--- src/rtl/core_if_prefetch_pkg.sv ---
// Shared constants for the instruction-fetch path.
//   INST_ADDR_BUS_W / INST_BYTE_BUS_W : default fetch address / instruction widths
//   NOP_INST                          : instruction shown to decode when nothing is valid
//   INST_ALIGN_MASK                   : clears the byte offset inside a 32-bit instruction word
package core_if_prefetch_pkg;

  localparam int unsigned INST_ADDR_BUS_W = 32;  // InstAddressBus
  localparam int unsigned INST_BYTE_BUS_W = 32;  // InstByteBus

  localparam logic [31:0] NOP_INST        = 32'h0000_0013;
  localparam logic [31:0] INST_ALIGN_MASK = 32'hFFFF_FFFC;

endpackage

--- src/rtl/core_sync_fifo.sv ---
// Synchronous FIFO holding {addr, data} fetch entries.
//   clk, rst (sync, active-low)
//   push/wdata : write an entry (accepted when not full, or when full with a same-cycle pop)
//   pop        : drop the head entry (ignored when empty)
//   flush      : empty the FIFO; overrides push and pop
//   rdata      : head entry, straight from storage
//   full, empty, count
module core_sync_fifo #(
  parameter int unsigned WIDTH = 64,
  parameter int unsigned DEPTH = 4
) (
  input  logic                     clk,
  input  logic                     rst,
  input  logic                     push,
  input  logic                     pop,
  input  logic                     flush,
  input  logic [WIDTH-1:0]         wdata,
  output logic [WIDTH-1:0]         rdata,
  output logic                     full,
  output logic                     empty,
  output logic [$clog2(DEPTH):0]   count
);

  localparam int unsigned PTR_W = $clog2(DEPTH);

  logic [WIDTH-1:0] mem_q [DEPTH];
  logic [WIDTH-1:0] mem_d [DEPTH];
  logic [PTR_W-1:0] wr_ptr_q, wr_ptr_d;
  logic [PTR_W-1:0] rd_ptr_q, rd_ptr_d;
  logic [PTR_W:0]   count_q, count_d;
  logic             do_push, do_pop;

  assign empty   = (count_q == '0);
  assign full    = (count_q == (PTR_W+1)'(DEPTH));
  assign do_pop  = pop & ~empty;
  assign do_push = push & (~full | do_pop);
  assign rdata   = mem_q[rd_ptr_q];
  assign count   = count_q;

  always_comb begin
    mem_d    = mem_q;
    wr_ptr_d = wr_ptr_q;
    rd_ptr_d = rd_ptr_q;
    count_d  = count_q;
    if (flush) begin
      wr_ptr_d = '0;
      rd_ptr_d = '0;
      count_d  = '0;
    end else begin
      if (do_push) begin
        mem_d[wr_ptr_q] = wdata;
        wr_ptr_d        = wr_ptr_q + PTR_W'(1);
      end
      if (do_pop) begin
        rd_ptr_d = rd_ptr_q + PTR_W'(1);
      end
      count_d = count_q + (PTR_W+1)'(do_push) - (PTR_W+1)'(do_pop);
    end
  end

  always_ff @(posedge clk) begin
    if (!rst) begin
      mem_q    <= '{default: '0};
      wr_ptr_q <= '0;
      rd_ptr_q <= '0;
      count_q  <= '0;
    end else begin
      mem_q    <= mem_d;
      wr_ptr_q <= wr_ptr_d;
      rd_ptr_q <= rd_ptr_d;
      count_q  <= count_d;
    end
  end

endmodule

--- src/rtl/core_if_prefetch.sv ---
// Instruction-fetch unit with a DEPTH-entry prefetch buffer.
// Owns the fetch PC, issues word-aligned requests on a valid/ready bus, pairs
// in-order responses with their addresses and presents the head to decode.
//   clk, rst (sync, active-low)
//   jump_flag_in/jump_addr_in : redirect; flushes the buffer, drops in-flight responses
//   hold_flag_in              : decode stall, head is kept
//   req_valid_out/req_ready_in/req_addr_out : fetch request bus
//   resp_valid_in/resp_data_in              : in-order responses, no backpressure
//   inst_valid_out/inst_out/inst_addr_out   : head entry (NOP / 0 when empty)
//   fifo_count_out                          : buffered entries
module core_if_prefetch
  import core_if_prefetch_pkg::*;
#(
  parameter int unsigned       ADDR_W   = INST_ADDR_BUS_W,
  parameter int unsigned       INST_W   = INST_BYTE_BUS_W,
  parameter int unsigned       DEPTH    = 4,
  parameter logic [ADDR_W-1:0] RESET_PC = '0
) (
  input  logic                     clk,
  input  logic                     rst,
  input  logic                     jump_flag_in,
  input  logic [ADDR_W-1:0]        jump_addr_in,
  input  logic                     hold_flag_in,
  output logic                     req_valid_out,
  input  logic                     req_ready_in,
  output logic [ADDR_W-1:0]        req_addr_out,
  input  logic                     resp_valid_in,
  input  logic [INST_W-1:0]        resp_data_in,
  output logic                     inst_valid_out,
  output logic [INST_W-1:0]        inst_out,
  output logic [ADDR_W-1:0]        inst_addr_out,
  output logic [$clog2(DEPTH):0]   fifo_count_out
);

  localparam int unsigned CNT_W = $clog2(DEPTH) + 1;
  localparam int unsigned ENT_W = ADDR_W + INST_W;

  logic [ADDR_W-1:0] fetch_pc_q, fetch_pc_d;
  logic [ADDR_W-1:0] resp_pc_q, resp_pc_d;
  logic [ADDR_W-1:0] redirect_pc_q, redirect_pc_d;
  logic              redir_q, redir_d;
  logic              req_valid_q, req_valid_d;
  logic [CNT_W-1:0]  outstanding_q, outstanding_d;
  logic [CNT_W-1:0]  drop_q, drop_d;

  logic              fire, unfired, resp_drop;
  logic              fifo_push, fifo_pop, fifo_full, fifo_empty, push_ok;
  logic [CNT_W-1:0]  fifo_count, cnt_next;
  logic [CNT_W:0]    credit_sum;
  logic [ENT_W-1:0]  fifo_rdata;
  logic [ADDR_W-1:0] jump_aligned;

  assign jump_aligned = jump_addr_in & ~ADDR_W'(~INST_ALIGN_MASK);
  assign fire         = req_valid_q & req_ready_in;
  assign unfired      = req_valid_q & ~req_ready_in;
  assign resp_drop    = resp_valid_in & (drop_q != '0);
  assign fifo_push    = resp_valid_in & ~resp_drop & ~jump_flag_in;
  assign fifo_pop     = ~fifo_empty & ~hold_flag_in;
  assign push_ok      = fifo_push & (~fifo_full | fifo_pop);

  core_sync_fifo #(
    .WIDTH (ENT_W),
    .DEPTH (DEPTH)
  ) u_fifo (
    .clk   (clk),
    .rst   (rst),
    .push  (fifo_push),
    .pop   (fifo_pop),
    .flush (jump_flag_in),
    .wdata ({resp_pc_q, resp_data_in}),
    .rdata (fifo_rdata),
    .full  (fifo_full),
    .empty (fifo_empty),
    .count (fifo_count)
  );

  always_comb begin
    fetch_pc_d    = fetch_pc_q;
    resp_pc_d     = resp_pc_q;
    redirect_pc_d = redirect_pc_q;
    redir_d       = redir_q;
    drop_d        = drop_q;
    outstanding_d = outstanding_q + CNT_W'(fire) - CNT_W'(resp_valid_in);

    if (fire) begin
      if (redir_q) begin
        // The request held across an earlier jump has just gone out: it is
        // stale, so its response must be dropped, and fetch resumes at the target.
        fetch_pc_d = redirect_pc_q;
        redir_d    = 1'b0;
        drop_d     = drop_d + CNT_W'(1);
      end else begin
        fetch_pc_d = fetch_pc_q + ADDR_W'(4);
      end
    end
    if (resp_drop) drop_d = drop_d - CNT_W'(1);
    if (fifo_push) resp_pc_d = resp_pc_q + ADDR_W'(4);

    if (jump_flag_in) begin
      // Everything accepted so far is stale; a still-pending request is not
      // counted here and is charged to drop_cnt when it finally fires.
      drop_d    = outstanding_d;
      resp_pc_d = jump_aligned;
      if (unfired) begin
        redir_d       = 1'b1;
        redirect_pc_d = jump_aligned;
        fetch_pc_d    = fetch_pc_q;
      end else begin
        redir_d    = 1'b0;
        fetch_pc_d = jump_aligned;
      end
    end

    cnt_next    = jump_flag_in ? '0 : fifo_count + CNT_W'(push_ok) - CNT_W'(fifo_pop);
    credit_sum  = {1'b0, cnt_next} + {1'b0, outstanding_d};
    req_valid_d = unfired | (credit_sum < (CNT_W+1)'(DEPTH));
  end

  always_ff @(posedge clk) begin
    if (!rst) begin
      fetch_pc_q    <= RESET_PC;
      resp_pc_q     <= RESET_PC;
      redirect_pc_q <= RESET_PC;
      redir_q       <= 1'b0;
      req_valid_q   <= 1'b0;
      outstanding_q <= '0;
      drop_q        <= '0;
    end else begin
      fetch_pc_q    <= fetch_pc_d;
      resp_pc_q     <= resp_pc_d;
      redirect_pc_q <= redirect_pc_d;
      redir_q       <= redir_d;
      req_valid_q   <= req_valid_d;
      outstanding_q <= outstanding_d;
      drop_q        <= drop_d;
    end
  end

  assign req_valid_out  = req_valid_q;
  assign req_addr_out   = fetch_pc_q;
  assign inst_valid_out = ~fifo_empty;
  assign inst_out       = fifo_empty ? INST_W'(NOP_INST) : fifo_rdata[INST_W-1:0];
  assign inst_addr_out  = fifo_empty ? '0 : fifo_rdata[ENT_W-1:INST_W];
  assign fifo_count_out = fifo_count;

endmodule
--- config.mk ---
export PLATFORM = sky130hd
export DESIGN_NAME = core_if_prefetch
export DESIGN_NICKNAME = d
export VERILOG_FILES = /design/src/rtl/core_if_prefetch_pkg.sv /design/src/rtl/core_sync_fifo.sv /design/src/rtl/core_if_prefetch.sv
export SDC_FILE = /design/constraint.sdc
export NUM_CORES = 1
export LEC_CHECK = 0
export BUFFER_PORTS_ARGS = -buffer_cell sky130_fd_sc_hd__buf_2
export CELL_PAD_IN_SITES_DETAIL_PLACEMENT = 1
export CELL_PAD_IN_SITES_GLOBAL_PLACEMENT = 1
export CORE_AREA = 2 2 266 163
export DETAILED_ROUTE_END_ITERATION = 7
export DIE_AREA = 0 0 268 165
export PLACE_DENSITY = 0.76
export SYNTH_ARGS = -nofsm -noshare
export SYNTH_HDL_FRONTEND = slang
export SYNTH_HIERARCHICAL = 1
export SYNTH_SLANG_ARGS = --single-unit
--- constraint.sdc ---
create_clock -name clk -period 2.93 [get_ports clk]
set_input_delay 0 -clock clk [delete_from_list [all_inputs] [get_ports clk]]
set_output_delay 0 -clock clk [all_outputs]
set_load 0.01 [all_outputs]
=== After elaboration in Yosys (flattened, before gate mapping) ===
Index checks and enable logic that the tools add are counted.

* Bits in latches: 0
* Output and inout bits: 101
* Memory bits (writable): 0
* Register bits: 365
* Input bits: 70
* Memories: 0
* Memory bits (read-only): 0

* Divide/modulo/power cells: 0
* Multiplexer cells: 22
* Bitwise operators: 21
* Equality and inequality tests: 2
* Multiply operators: 0
* Reduce and logical (&&, ||, !) cells: 9
* Shifts and indexed selects: 0
* Magnitude comparators: 4
* Add/subtract/negate cells: 13

{| class="wikitable"
|+ Operators with widths
! cell !! number
|-
| 256-bit bitwise mux || 1
|-
| 32-bit 2-to-1 mux || 8
|-
| 64-bit 2-to-1 mux || 3
|-
| 64-bit binary-select mux with 2-bit select || 1
|-
| 64-bit demux with 2-bit select || 1
|-
| 32-bit by 3-bit adder with 32-bit output, second input constant || 2
|-
| 3-bit 2-to-1 mux || 5
|-
| 3-bit by 1-bit adder with 3-bit output || 3
|-
| 1-bit AND || 9
|-
| 3-bit by 1-bit subtractor with 3-bit output || 3
|-
| 1-bit NOT || 7
|-
| 3-bit greater-or-equal comparator, second input constant || 2
|-
| 2-bit NOT with 3-bit output || 2
|-
| 2-bit AND reduction || 3
|-
| 2-bit by 1-bit adder with 2-bit output, second input constant || 2
|-
| 3-bit by 3-bit adder with 4-bit output || 1
|-
| 4-bit by 3-bit < comparator with 1-bit output, second input constant || 1
|-
| 2-bit nonzero test || 2
|-
| 3-bit by 1-bit adder with 3-bit output, second input constant || 1
|-
| 3-bit == test, second input constant || 1
|-
| 3-bit zero test || 1
|-
| 3-bit by 1-bit < comparator with 1-bit output, second input constant || 1
|-
| 1-bit 2-to-1 mux || 3
|-
| 1-bit OR || 3
|-
| 5 further kinds || 5
|}

=== Logic depth before layout (Yosys ltp) ===
Gate-level depths: netlist of the first run.

* Depth in word-level cells: 12
* Gate-level depth with buffers: 16
* Mapped depth without buffers: 16

=== Cells and area by module ===
The synthesis of the first run kept the hierarchy.

{| class="wikitable"
|+ Modules (own cells, without submodules)
! module !! area each (µm²) !! cells an instance !! instances !! seq. area each (µm²)
|-
| core_sync_fifo || 11365.9 || 1024 || 1 || 5265.0
|-
| core_if_prefetch || 5967.0 || 806 || 1 || 1961.9
|}

=== Least setup slack after synthesis of the first run ===
OpenSTA, ideal clock, no wires.

* Kind: register -> register
* Start point: register u_fifo.count_q[1], in the netlist u_fifo/count[1]
* End point: register u_fifo.count_q[2], in the netlist u_fifo/count[2]
* Library setup time: 118 ps
* Slack: -189 ps
* Data arrival time: 3001 ps
* Stages on the path, launching flop included: 13
* Required time: 2812 ps
* Cells stage by stage: dfxtp_1 buf_4 nor3_1 clkbuf_1 nor2_1 or4b_2 nand3_1 nand2_1 ha_1 fa_1 xnor2_1 xnor2_1 nor2_1

* Cells in the longest elaborated chain, start to end: 8
* Elaborated cells on any way between the ends: 10
* Classes of those cells: 2 x add/sub; 1 x eq/ne; 6 x bitwise; 1 x reduce/logical

{| class="wikitable"
|+ RTL lines
! element !! RTL line !! source
|-
| from (decl) || core_sync_fifo.sv:30 || <nowiki>logic [PTR_W:0] count_q, count_d;</nowiki>
|-
| from (signal assigned) || core_sync_fifo.sv:71 || <nowiki>count_q <= count_d;</nowiki>
|-
| 3-bit zero test * || core_sync_fifo.sv:33 || <nowiki>assign empty = (count_q == '0);</nowiki>
|-
| via fifo_empty || core_if_prefetch.sv:47 || <nowiki>logic fifo_push, fifo_pop, fifo_full, fifo_empty, push_ok;</nowiki>
|-
| 1-bit NOT * || core_if_prefetch.sv:58 || <nowiki>assign fifo_pop = ~fifo_empty & ~hold_flag_in;</nowiki>
|-
| 1-bit AND * || core_if_prefetch.sv:58 ||
|-
| via fifo_pop || core_if_prefetch.sv:47 ||
|-
| 1-bit AND * || core_sync_fifo.sv:35 || <nowiki>assign do_pop = pop & ~empty;</nowiki>
|-
| 1-bit OR || core_sync_fifo.sv:36 || <nowiki>assign do_push = push & (~full | do_pop);</nowiki>
|-
| 1-bit AND || core_sync_fifo.sv:36 ||
|-
| 3-bit by 1-bit adder with 3-bit output || core_sync_fifo.sv:57 || <nowiki>count_d = count_q + (PTR_W+1)'(do_push) - (PTR_W+1)'(do_pop);</nowiki>
|-
| 3-bit by 1-bit subtractor with 3-bit output * || core_sync_fifo.sv:57 ||
|}

Mark *: on every way through the listed nets, which the timed path passes. The rest lies on a longest branch.
A chain may end at the register's enable or synchronous reset.

=== Final worst setup path of the first run ===
* Start point: register drop_q[1]
* End point: register req_valid_q, in the netlist req_valid_out

* Cells in the longest elaborated chain, start to end: 12

{| class="wikitable"
|+ RTL lines
! element !! RTL line !! source
|-
| from (decl) || core_if_prefetch.sv:44 || <nowiki>logic [CNT_W-1:0] drop_q, drop_d;</nowiki>
|-
| from (signal assigned) || core_if_prefetch.sv:135 || <nowiki>drop_q <= drop_d;</nowiki>
|-
| 3-bit nonzero test || core_if_prefetch.sv:56 || <nowiki>assign resp_drop = resp_valid_in & (drop_q != '0);</nowiki>
|-
| 1-bit AND || core_if_prefetch.sv:56 ||
|-
| 1-bit NOT || core_if_prefetch.sv:57 || <nowiki>assign fifo_push = resp_valid_in & ~resp_drop & ~jump_flag_in;</nowiki>
|-
| 1-bit AND (2 in series) || core_if_prefetch.sv:57 ||
|-
| via fifo_push || core_if_prefetch.sv:47 ||
|-
| 1-bit AND || core_if_prefetch.sv:59 || <nowiki>assign push_ok = fifo_push & (~fifo_full | fifo_pop);</nowiki>
|-
| 3-bit by 1-bit adder with 3-bit output || core_if_prefetch.sv:114 || <nowiki>cnt_next = jump_flag_in ? '0 : fifo_count + CNT_W'(push_ok) - CNT_W'(fifo_pop);</nowiki>
|-
| 3-bit by 1-bit subtractor with 3-bit output || core_if_prefetch.sv:114 ||
|-
| 3-bit 2-to-1 mux || core_if_prefetch.sv:114 ||
|-
| 3-bit by 3-bit adder with 4-bit output || core_if_prefetch.sv:115 || <nowiki>credit_sum = {1'b0, cnt_next} + {1'b0, outstanding_d};</nowiki>
|-
| 4-bit by 3-bit < comparator with 1-bit output || core_if_prefetch.sv:116 || <nowiki>req_valid_d = unfired | (credit_sum < (CNT_W+1)'(DEPTH));</nowiki>
|-
| 1-bit OR || core_if_prefetch.sv:116 ||
|-
| to (signal assigned) || core_if_prefetch.sv:133 || <nowiki>req_valid_q <= req_valid_d;</nowiki>
|-
| to (decl) || core_if_prefetch.sv:42 || <nowiki>logic req_valid_q, req_valid_d;</nowiki>
|}

The timed path passes the listed nets, and every way through them passes these cells.

==> results.md, run 1 <==
- GRT overflow: 0
- Period utilisation layout: 0.939
- Wirelength per Cell: 19.2 um
- Sinks on Clock Net: 361
- Crit-path slowest cell: fa_2
- Final instance area: 20600 sq um
- Main synth FF type: dfxtp_1
- IO Port Bufs: 166
- GRT Util Overall: 0.227
- Worst skew pair latency: 0.54 ns
- Post-DRT Antenna Nets: 0
- MaxCap Viol Count: 0
- Io pins: 171
- CORE AREA: 41600 sq um
- Num CTS Buffers: 38
- Yosys Warn Count: 6
- First-pass GRT wire length: 80.4 mm
- Area after DPL: 18600 sq um
- Pre-CTS setup slack: 0.0366 ns
- Critical Path Most Common Cell: ha_1
- Share of layout cells above drive strength 1: 0.178
- Inst Count DP: 2471
- Worst slew margin: 0.430
- Global-route layer with the greatest usage: met2
- Max Clock Skew: 0.0293 ns
- Status: complete, no violations
- Chip height: 165 um
- Vias in the first global route: 15100
- Fin cells: 2604
- Asr flop ratio synth: 0
- Part of the Yosys area used for sequential elements: 0.417
- Largest cells by area after synthesis: dfxtp_1, mux2i_1, nand2_1
- CP max FO: 3
- Max Fclk: 364 MHz
- Vias per cell: 5.40
- Worst Hold Class: in -> reg
- CTS tree: yes
- Drt drc: 0
- RSZ-0062 raised after global routing: false
- Syn_area_per_cell: 9.47 sq um
- H-tree depth: 2
- Die width: 268 um
- Crit path required time: 3.39 ns
- Die ar.: 44200 sq um
- Number of endpoints failing setup at the final stage: 0
- WL final: 50.1 mm
- Synthesized flop and latch total: 361
- Initial antenna violation count: 1
- Critical Path Max Stage Delay: 0.34 ns
- Final TNS setup: 0 ns
- Dpl hpwl: 32.7 mm
- Final Max Tran Viols: 0
- Worst hold margin: 0.0316 ns
- Final worst setup slack: 0.180 ns
- CP Capture Type: register
- Leakage: 7.20 nW
- Top-area cell type share of the netlist area: 0.417
- Total chip power: 12.4 mW
- CP Cell Sequence: inv_2, ha_4, nand3b_1, nor2_2, nand2_1, ha_1, inv_1, ha_1, fa_2, xnor2_1, xnor2_1, nor2_1, ha_1, nor3_2, a21oi_1, nor2_1
- Slew at the pin closest to its max-slew limit: 0.856 ns
- Synthesis-to-finish area growth: 18.6%
- Setup CP Type: reg -> reg
- Startpoint types: register
- Post-layout nets: 2096
- Root buf cell: clkbuf_16
- Final core utilization: 0.495
- Number of synthesized flops with an enable pin: 0
- PwrDens: 605 nW/um^2
- DRT Pass-1 Iters: 5
- Area leader, netlist: dfxtp_1
- Final worst path period need: 2.75 ns
- Vias: 14100
- Initial Util: 0.417
- GR Layer Usage met2: 0.383
- ANT cells: 0
- Fin. Hold Viols: 0
- Worst endpoint data arrival time: 3.21 ns
- M1 GR Usage: 0.304
- Gate Count Post-Synth: 1830
- GRT met3 Usage: 0.0343
- Maximum VDD drop: 353 uV
- Synthesized area: 17300 sq um
- Global placer's final weighted congestion: 0.853
- Pin count of the biggest net entering global routing: 109
- Synth cell types: 64
- Initial DRC count: 814
- Rows: 58
- Clock Tree Buf Depth: 3
- CTS clk-pin slew, worst paths: 0.05 ns
## power breakdown
group / switching (mW) / internal, mW
clock network: 2.05 / 3.06
logic: 1.16 / 0.788
registers: 0.242 / 5.14
total: 3.44 / 8.99
## layer usage
metal	wire length [um]	vias to the layer above
met2	23700	245
met5	12	-
met3	1850	70
met4	1000	2
met1	23500	7078
li1	-	6671
## registers in the layout, indices dropped and copies added, names as in the netlist
register / count
req_addr_out: 30
u_fifo/rd_ptr_q: 2
u_fifo/mem_q: 256
redirect_pc_q: 30
drop_q: 3
u_fifo/count: 3
u_fifo/wr_ptr_q: 2
redir_q: 1
resp_pc_q: 30
outstanding_q: 3
req_valid_out: 1
## cell usage after synthesis (4+ instances only)
| cell type | instances |
|---|---|
| xnor2_1 | 33 |
| or2_2 | 5 |
| a221oi_1 | 4 |
| buf_2 | 14 |
| ha_1 | 16 |
| inv_1 | 26 |
| xor2_1 | 16 |
| nor2b_1 | 66 |
| a21boi_0 | 7 |
| a22oi_1 | 5 |
| buf_8 | 12 |
| and4_1 | 10 |
| nor4_1 | 8 |
| dfxtp_1 | 361 |
| nand3_1 | 24 |
| o211ai_1 | 9 |
| o21ai_0 | 51 |
| and3_1 | 7 |
| nand2b_1 | 17 |
| nand2_1 | 460 |
| and2_1 | 11 |
| a21oi_1 | 82 |
| mux2i_1 | 264 |
| buf_6 | 17 |
| a211oi_1 | 8 |
| nand4_1 | 16 |
| buf_1 | 10 |
| o22ai_1 | 7 |
| mux4_2 | 64 |
| nor3_1 | 22 |
| nor2_1 | 37 |
| a31oi_1 | 8 |
| clkbuf_1 | 79 |
## cell type report
class / instances / area [sq um]
clock buffers: 53 / 1100
clock inverters: 14 / 206
fillers: 4693 / 21000
inverters: 26 / 97.6
multi-input cells: 1310 / 9290
flip-flops and latches: 361 / 7240
well taps: 570 / 713
repair buffers: 270 / 1920
## repair_timing
action,4_1_cts,5_1_grt
hold buffers,64,0
buffers inserted,0,2
hold endpoints to repair,247,0
setup endpoints to repair,0,1
resized for setup,0,9
## logic make-up after synthesis
group           count (synthesis)  synth area share
compound gates                207            0.0715
flops                         361             0.417
simple gates                  702             0.183
mux                           329             0.236
other cells                     1          0.000216
xor+xnor                       49            0.0248
fa+ha+maj                      19            0.0150
buf+inv                       162            0.0520
## placed cells by master, fill, tap and decap left out, types with 23 or more instances in the layout
master / n
o21ai_0: 50
dlygate4sd3_1: 64
nand3_1: 24
a21oi_1: 82
inv_1: 23
nor2b_1: 66
clkbuf_16: 39
dfxtp_1: 357
nand2_1: 460
xnor2_1: 33
mux4_2: 64
mux2i_1: 263
nor2_1: 36
buf_2: 165
buf_4: 29
## final timing paths
kind | from | slack, ns | depth (start not counted) | to
worst max-delay path | drop_q[1] | 0.18 | 16 | req_valid_out
worst min-delay path | req_ready_in | 0.03 | 5 | req_valid_out
worst max register to register | drop_q[1] | 0.18 | 16 | req_valid_out
worst min register to register | redirect_pc_q[27] | 0.46 | 2 | redirect_pc_q[27]
## critical path: cells and delay by family, from the launching register on
family	cells	cell delay, ns
and+or+nand+nor	6	0.56
adders and majority gates	5	1.27
AOI/OAI and AO/OA	1	0.08
DFF	1	0.33
buffers and inverters	2	0.11
xor gates and xnor gates	2	0.34
(Power assumes the default switching activity.)
==> run 2, diff against run 1 <==
Settings changed: BUFFER_PORTS_ARGS -buffer_cell sky130_fd_sc_hd__buf_2 to unset, CORE_AREA 2 2 266 163 to 2 2 244 150, DIE_AREA 0 0 268 165 to 0 0 246 152, DONT_BUFFER_PORTS set to 1, PLACE_DENSITY 0.76 to 0.8.
Clock period 2.93 ns to 2.92 ns, I/O delays scaled along.
==> run 2 against run 1 <==
Effect of this change: the flow now finishes with violations (setup timing); critical path depth down 5; core utilization increased by 16 points; maximum frequency is 12% lower; largest cell class unchanged; clock skew is essentially flat; power rose by 6.3%; final area grew 13%; critical endpoint is now u_fifo/mem_q[105]; largest power group unchanged.
==> results.md, run 2 (synthesis results as in run 1) <==
- Clock Tree Buf Depth: 3 (unchanged)
- GRT Util Overall: 0.383 (+0.157)
- Pin count of the biggest net entering global routing: 193 (+77%)
- Initial DRC count: 2284 (+180%)
- Top reg by flops: u_fifo/mem_q
- IO Port Bufs: 0 (-100%)
- Final core utilization: 0.657 (+0.162)
- Share of layout cells above drive strength 1: 0.0950 (-0.0829)
- Worst Hold Class: in -> reg
- Total chip power: 13.2 mW (+6.3%)
- Fill cells: 3825 (-18%)
- Area of the multi-input gates: 9320 sq um (+0.31%)
- ANT cells: 0 (unchanged)
- Maximum VDD drop: 503 uV (+43%)
- PwrDens: 567 nW/um^2 (-6.2%)
- Crit path required time: 3.43 ns (+0.04 ns)
- Max Clock Skew: 0.0291 ns (-0.000201 ns)
- Area after DPL: 17600 sq um (-5.4%)
- Wirelength per Cell: 30.9 um (+61%)
- Pre-CTS setup slack: 0.0172 ns (-0.0194 ns)
- Slew at the pin closest to its max-slew limit: 0.907 ns (+0.0513 ns)
- Num CTS Buffers: 37 (-2.6%)
- Vias: 17700 (+26%)
- Failing checks: setup timing
- Commonest non-fill, non-tap cells in the layout: nand2_1, dlygate4sd3_1, dfxtp_1
- Post-layout nets: 2295 (+9.5%)
- Final instance area: 23300 sq um (+13%)
- Setup CP Type: reg -> reg
- CP Capture Type: register
- Dpl hpwl: 30.8 mm (-6.0%)
- Final Max Tran Viols: 0 (unchanged)
- CORE AREA: 35500 sq um (-15%)
- CTS tree: yes
- Final worst path period need: 3.14 ns (+0.390 ns)
- Global placer's final weighted congestion: 0.889 (+4.2%)
- First-pass GRT wire length: 112 mm (+39%)
- Io pins: 171 (unchanged)
- Max reg flops: 256 (unchanged)
- GRT overflow: 0 (unchanged)
- Final TNS setup: -7.47 ns (-7.47 ns)
- Status: complete, but fails checks
- WL final: 83.8 mm (+67%)
- Vias in the first global route: 18800 (+24%)
- Commonest non-fill, non-tap cell in the layout: nand2_1
- Die width: 246 um (-8.2%)
- CTS clk-pin slew, worst paths: 0.08 ns (+0.03 ns)
- Leakage: 8.06 nW (+12%)
- Fin. Hold Viols: 0 (unchanged)
- Startpoint types: register
- Sequential Area: 7240 sq um (unchanged)
- H-tree depth: 2 (unchanged)
- Worst hold margin: 0.0676 ns (+0.0360 ns)
- Worst skew pair latency: 0.56 ns (+0.02 ns)
- Post-DRT Antenna Nets: 0 (unchanged)
- Worst endpoint data arrival time: 3.64 ns (+0.43 ns)
- Inst Count DP: 2209 (-11%)
- Max Fclk: 319 MHz (-12%)
- DRT Pass-1 Iters: 6 (+1)
- Worst slew margin: 0.394 (-0.0354)
- Period utilisation layout: 1.08 (+0.137)
- Initial antenna violation count: 2 (+1)
- Initial Util: 0.489 (+0.0718)
- MaxCap Viol Count: 0 (unchanged)
- Die ar.: 37400 sq um (-15%)
- Fin cells: 2707 (+4.0%)
- Number of endpoints failing setup at the final stage: 73 (+73)
- Vias per cell: 6.56 (+21%)
- CP max FO: 16 (+13)
- Drt drc: 0 (unchanged)
- Final worst setup slack: -0.220 ns (-0.400 ns)
- Sinks on Clock Net: 361 (unchanged)
- Root buf cell: clkbuf_16
- RSZ-0062 raised after global routing: true
- Chip height: 152 um (-7.9%)
- Rows: 54 (-6.9%)
- Synthesis-to-finish area growth: 34.4%
-- run 2: cell types whose count changed in the layout (fill, tap and decap cells not counted), moves of 5 or more --
| cell | before | now |
|---|---|---|
| dlygate4sd3_1 | 64 | 415 |
| buf_2 | 165 | 0 |
| buf_4 | 29 | 37 |
| buf_12 | 11 | 6 |
-- run 2: power by group --
| group | internal [mW] | total [mW] | switching, mW | leakage [nW] |
|---|---|---|---|---|
| clock | 2.94 | 5.31 | 2.36 | 0.606 |
| combinational | 0.981 | 2.43 | 1.45 | 4.53 |
| sequential | 5.16 | 5.48 | 0.328 | 2.93 |
| total | 9.08 | 13.2 | 4.14 | 8.06 |
-- run 2: layer usage --
| metal | up-vias | wire length (um) | track usage |
|---|---|---|---|
| met2 | 1299 | 39800 | 0.656 |
| met5 | - | 9 | 0 |
| met4 | 2 | 6470 | 0.184 |
| li1 | 7085 | - | - |
| met3 | 556 | 7190 | 0.0777 |
| met1 | 8805 | 30200 | 0.460 |
-- run 2: path summary, 6_finish.rpt --
| check | endpoint | startpoint | depth (start not counted) | slack [ns] |
|---|---|---|---|---|
| worst max-delay path | u_fifo/mem_q[105] | drop_q[0] | 11 | -0.22 |
| worst min-delay path | req_valid_out | jump_flag_in | 5 | 0.07 |
| worst max register to register | u_fifo/mem_q[105] | drop_q[0] | 11 | -0.22 |
| worst min register to register | u_fifo/mem_q[167] | u_fifo/mem_q[167] | 2 | 0.46 |
-- run 2: final cells by class --
type | instances | area share
multi-input cells | 1310 | 0.400
clock buffers | 53 | 0.0463
repair buffers | 470 | 0.206
inverters | 26 | 0.00419
clock inverters | 11 | 0.00730
flip-flops and latches | 361 | 0.311
well taps | 476 | 0.0256
-- run 2: what timing repair did --
action,in CTS,in global routing
hold buffers,418,0
cloned,0,4
endpoints found under the setup margin,1,141
pin swaps,5,8
gates resized for setup,3,28
setup buffers,1,11
hold endpoints to repair,361,0
-- run 2: worst max-delay path, cell delays in order (launching register included) --
cell,delay [ns]
dfxtp_2,0.33
inv_2,0.09
ha_4,0.16
nand3b_1,0.15
nor2_2,0.20
buf_4,0.18
inv_1,0.15
nor4b_4,0.37
buf_4,0.23
buf_6,0.33
mux2i_1,0.28
dlygate4sd3_1,0.61
